<file path="config.mk">
export PLATFORM = sky130hd
export DESIGN_NAME = encrypt_collect
export DESIGN_NICKNAME = d
export VERILOG_FILES = /design/src/rtl/encrypt_collect.sv
export SDC_FILE = /design/constraint.sdc
export NUM_CORES = 1
export LEC_CHECK = 0
export BUFFER_PORTS_ARGS = -buffer_cell sky130_fd_sc_hd__buf_2
export CORE_MARGIN = 2
export CORE_UTILIZATION = 45
export CTS_BUF_LIST = sky130_fd_sc_hd__clkbuf_8
export CTS_CLUSTER_DIAMETER = 30
export CTS_CLUSTER_SIZE = 14
export DETAILED_ROUTE_END_ITERATION = 8
export GPL_ROUTABILITY_DRIVEN = 0
export PLACE_DENSITY = 0.68
export SLEW_MARGIN = 25
export SYNTH_ARGS = -nofsm -noshare
export SYNTH_HDL_FRONTEND = slang
export SYNTH_SLANG_ARGS = --single-unit
</file>
<file path="constraint.sdc">
create_clock -name clk -period 3.8 [get_ports clk]
set_clock_uncertainty 0.15 [all_clocks]
set_input_delay 0.57 -clock clk [delete_from_list [all_inputs] [get_ports clk]]
set_output_delay 0.57 -clock clk [all_outputs]
set_load 0.1 [all_outputs]
</file>
<file path="src/rtl/encrypt_collect.sv">
// Packs byte-serial ciphertext MSB-first into NBYTES-wide blocks and offers
// each block through a single holding register on a valid/ready handshake.
module encrypt_collect #(
   parameter int NBYTES = 16,
   parameter int CW     = 4
) (
   input  logic                  clk,
   input  logic                  rst,
   input  logic [7:0]            in_data,
   input  logic                  in_valid,
   input  logic                  flush,
   input  logic                  block_ready,
   output logic [8*NBYTES-1:0]   block_data,
   output logic                  block_valid,
   output logic [CW-1:0]         byte_cnt,
   output logic                  overflow
);

   localparam int W = 8 * NBYTES;

   typedef enum logic {
      EMPTY = 1'b0,
      FULL  = 1'b1
   } hold_e;

   hold_e          hold_q, hold_d;
   logic [W-1:0]   fill_q, fill_d;
   logic [W-1:0]   data_q, data_d;
   logic [CW-1:0]  cnt_q, cnt_d;
   logic           ovf_q, ovf_d;
   logic           accept;
   logic [W-1:0]   shifted;

   always_comb begin
      hold_d  = hold_q;
      fill_d  = fill_q;
      data_d  = data_q;
      cnt_d   = cnt_q;
      ovf_d   = ovf_q;
      accept  = (hold_q == FULL) && block_ready;
      shifted = {fill_q[W-9:0], in_data};

      if (accept) hold_d = EMPTY;

      if (flush) begin
         fill_d = '0;
         cnt_d  = '0;
         ovf_d  = 1'b0;
      end else if (in_valid) begin
         fill_d = shifted;
         if (cnt_q == CW'(NBYTES - 1)) begin
            cnt_d = '0;
            // The encryptor cannot stall: a block with nowhere to go is lost.
            if ((hold_q == EMPTY) || accept) begin
               data_d = shifted;
               hold_d = FULL;
            end else begin
               ovf_d = 1'b1;
            end
         end else begin
            cnt_d = cnt_q + CW'(1);
         end
      end
   end

   always_ff @(posedge clk or negedge rst) begin
      if (!rst) begin
         hold_q <= EMPTY;
         fill_q <= '0;
         data_q <= '0;
         cnt_q  <= '0;
         ovf_q  <= 1'b0;
      end else begin
         hold_q <= hold_d;
         fill_q <= fill_d;
         data_q <= data_d;
         cnt_q  <= cnt_d;
         ovf_q  <= ovf_d;
      end
   end

   assign block_data  = data_q;
   assign block_valid = (hold_q == FULL);
   assign byte_cnt    = cnt_q;
   assign overflow    = ovf_q;

endmodule

</file>
* Word-level counts from Yosys, hierarchy flattened
Cells that the tools add are included. W data, S select, Z words.
Storage, ports and cells: bits in registers 254, word-level logic and storage cells 30, input bits 13
Cells by class: reduce and logical (&&, ||, !) cells 6, eq/ne operators 2, $add $sub $neg 1, bitwise gates (word level) 2, mux-type cells 14
Operator list (count):
- $mux W120 | 2
- $mux W4 | 3
- $mux W1 | 9
- $add A4 B1 Y4 const B | 1
- $eq A4 B4 Y1 const B | 1
- $reduce_and A4 Y1 | 1
- $reduce_bool A2 Y1 | 2
- $reduce_and A3 Y1 | 1
- $ne A2 B2 Y1 const B | 1
- $not A1 Y1 | 2
- $logic_and A1 B1 Y1 | 1
- $logic_or A1 B1 Y1 | 1

* Logic depth before layout (Yosys ltp)
depth in word-level cells 6, depth in mapped cells 6, mapped depth without buffers 4

* Worst setup path after synthesis
No wires, ideal clock.
path kind register to register, start register cnt_q[0] (netlist: byte_cnt[0]), end register data_q[117] (netlist: block_data[117]), data required time 3.525 ns, cell stages (with the launch flop) 7, setup time 0.125 ns, path slack 1.182 ns, data arrival time 2.342 ns, period minus slack after synthesis 2.618 ns, path through dfrtp_1 ha_1 nand2_1 nor4b_4 buf_4 buf_6 mux2_2
Between the ends: longest elaborated chain between the ends 2
RTL lines:
- start: declaration | RTL line 29 | logic [CW-1:0] cnt_q, cnt_d;
- start signal: assignment | RTL line 77 | cnt_q <= cnt_d;
- $eq A4 B4 Y1 | RTL line 51 | if (cnt_q == CW'(NBYTES - 1)) begin
- $reduce_and A4 Y1 (no source line)
- end signal: assignment | RTL line 76 | data_q <= data_d;
- end: declaration | RTL line 28 | logic [W-1:0] data_q, data_d;
No other way between the ends. A chain may end at the register's enable or synchronous reset.

* Worst setup path in the final report
start register cnt_q[0] (netlist: byte_cnt[0]), end register data_q[6] (netlist: block_data[6])
Same word-level chain as after synthesis.

==> results.json <==
{
  "status": "completed",
  "drt-pass1-iter-count": 4,
  "rr_worst_depth": 5,
  "r2r_slack_ps": 1410,
  "crit_family": "buffers and inverters",
  "clk_pin_slew_ps": 60,
  "ys_types": 21,
  "ios": 147,
  "post-route-drc-count": 0,
  "synth_edf_count": 0,
  "synth.area.top_cells": "dfrtp_1 (65%), mux2i_1 (12%), mux2_1 (12%), nor2_1 (4.7%), mux2_2 (3.1%)",
  "ys_seq_area_share_pct": 64.7,
  "cp-end-kind": "flip-flop",
  "grt_pass1_vias": 5834,
  "whs_endpoint": "block_data[7]$_DFFE_PN0P_",
  "grt_overflow_total": 0,
  "yosysTopAreaCellShare_pct": 64.7,
  "critPathMaxFanout": 49,
  "die-area_mm2": 0.0230,
  "cts_resized": 0,
  "viasPerCell": 4.97,
  "fin_tns_setup_ps": 0,
  "maxCapViolations": 0,
  "slew_headroom_pct": 39.0,
  "hpwlAfterDp_um": 11600,
  "cts_tree": "built",
  "ys_ff_latch": 254,
  "core_mm2": 0.0216,
  "postSynthAreaPerCell_um2": 14.3,
  "synth_area_mm2": 0.00983,
  "cpPeakStageDelay_ps": 590,
  "drive_above_1_share_pct": 29.6,
  "track_usage_pct": 17.0,
  "min_period_ps": 2390,
  "final_util_pct": 55.1,
  "cts_root_buf": "clkbuf_8",
  "power_uw": 5870,
  "insertion_delay_ps": 530,
  "rsz0062_at_grt": "false",
  "irDropWorstVdd_uv": 271,
  "cts_buffers": 47,
  "grt_antenna_before_repair": 0,
  "rows": 54,
  "path_cells": "ha_1 > nand2_1 > nor4b_4 > buf_4 > mux2_2",
  "r2r-end": "block_data[6]$_DFFE_PN0P_",
  "arrival_ps": 2650,
  "finalHoldViolCount": 0,
  "synthTopCellsByCount": "dfrtp_1 (254), nor2_1 (123), mux2i_1 (122)",
  "clk_path_buf_depth": 3,
  "maxSlewViolCount": 0,
  "grt_max_degree": 124,
  "vias": 5793,
  "io_buffers": 146,
  "min_from": "in_data[7]",
  "r2r-start": "byte_cnt[0]$_DFFE_PN0P_",
  "antenna_left": 0,
  "initial_core_util_pct": 45.5,
  "cts.sink_count": 254,
  "ys.warnings.count": 0,
  "pwr_density_cell_mw_per_mm2": 493,
  "ctsHtreeMaxLevel": 2,
  "hold_path_depth": 2,
  "grt_pass1_wl_um": 31100,
  "path_class": "reg -> reg",
  "cts_hold_buf": 1,
  "syn_nets": 700,
  "nNetsFinal": 861,
  "detailed_place.area_mm2": 0.0108,
  "die_w_um": 152,
  "ys_async_sr_fraction_pct": 100,
  "p_leak_uw": 0.00672,
  "hold_class": "in -> reg",
  "fp.dieH_um": 152,
  "fin_crit_sh_pct": 62.9,
  "yosysMostFrequentCell": "dfrtp_1",
  "routedWlPerCell_um": 16.4,
  "ys.flop_type": "dfrtp_1",
  "synth_top_area_cell": "dfrtp_1",
  "max_freq_ghz": 0.419,
  "worstPathRequired_ps": 4060,
  "crit_slowest_cell": "buf_4",
  "crit_buf_inv": 1,
  "syn2layout_area_growth_pct": 21.2,
  "setup_viol": 0,
  "tightestPinTransition_ps": 915,
  "num_antenna_cells": 0,
  "stdcell_area_mm2": 0.0119,
  "syn_inst": 686,
  "drtIter0Drc": 253,
  "cp-start-kind": "flip-flop",
  "cts_setup_buffers": 0,
  "routed_wl_um": 19100
}
==> flip-flops by register name, indices dropped and copies added (netlist names) <==
signal and count:
block_data 128, fill_q 120, byte_cnt 4, block_valid 1, overflow 1
==> cell type report <==
cell class	count	area, µm²
Sequential cell	254	6360
Fill cell	1835	9710
Multi-Input combinational cell	389	3230
Clock buffer	58	798
Timing Repair Buffer	154	866
Clock inverter	29	304
Inverter	1	3.75
Tap cell	280	350
==> cell families (layout without fill, tap and decap cells) <==
kind of cell,Yosys count,in the layout,synth area share (%)
DFF,254,254,64.7
muxes,250,250,27.1
and+or+nand+nor,132,132,5.32
buffers and inverters,43,242,2.42
AOI/OAI and AO/OA,5,5,0.280
adders and majority gates,1,1,0.127
xor gates and xnor gates,1,1,0.0891
==> how the worst max path moves through the flow <==
stage | start | endpoint | slack [ps] | cells after the start
final | byte_cnt[0]$_DFFE_PN0P_ | block_data[6]$_DFFE_PN0P_ | 1410 | 5
after global routing | byte_cnt[0]$_DFFE_PN0P_ | block_data[55]$_DFFE_PN0P_ | 1280 | 5
after CTS | byte_cnt[0]$_DFFE_PN0P_ | block_data[4]$_DFFE_PN0P_ | 1390 | 5
after detailed placement | flush | block_data[4]$_DFFE_PN0P_ | 1260 | 4
after global placement | flush | block_data[6]$_DFFE_PN0P_ | 1270 | 4
after floorplan | byte_cnt[0]$_DFFE_PN0P_ | block_data[117]$_DFFE_PN0P_ | 1180 | 6
==> through the flow <==
step	cells	setup WS, ps	hold WS (ps)
global route	1165	1280	105
CTS	1165	1390	83.4
global placement	1077	1270	311
floorplan	686	1180	124
finish	1165	1410	130
detailed placement	1077	1260	319
==> placed cells by master, fill, tap and decap left out, types with 4 or more instances in the layout <==
cell       count
inv_1          7
mux2i_1      122
clkbuf_8      58
nand2_1        5
buf_12         4
bufinv_16      6
nor2_1       123
mux2_2        27
clkinv_2      12
dfrtp_1      254
buf_2        143
mux2_1       101
==> power breakdown <==
group          switching [µW]  internal, µW  total, µW
logic                     134          53.4        188
registers                11.0          2720       2730
clock network            1140          1810       2950
==> per-layer routing <==
metal  part of all wire [%]  track usage (%)  vias up  wire length, µm
li1                       -                -     2685                -
met1                     44             23.0     2933             8500
met2                     48             26.5      143             9080
met3                    6.2             5.15       32             1180
met4                    1.8             5.19        0              335
met5                      0                0        -                0
No activity file was read; power rests on OpenSTA's default activity.
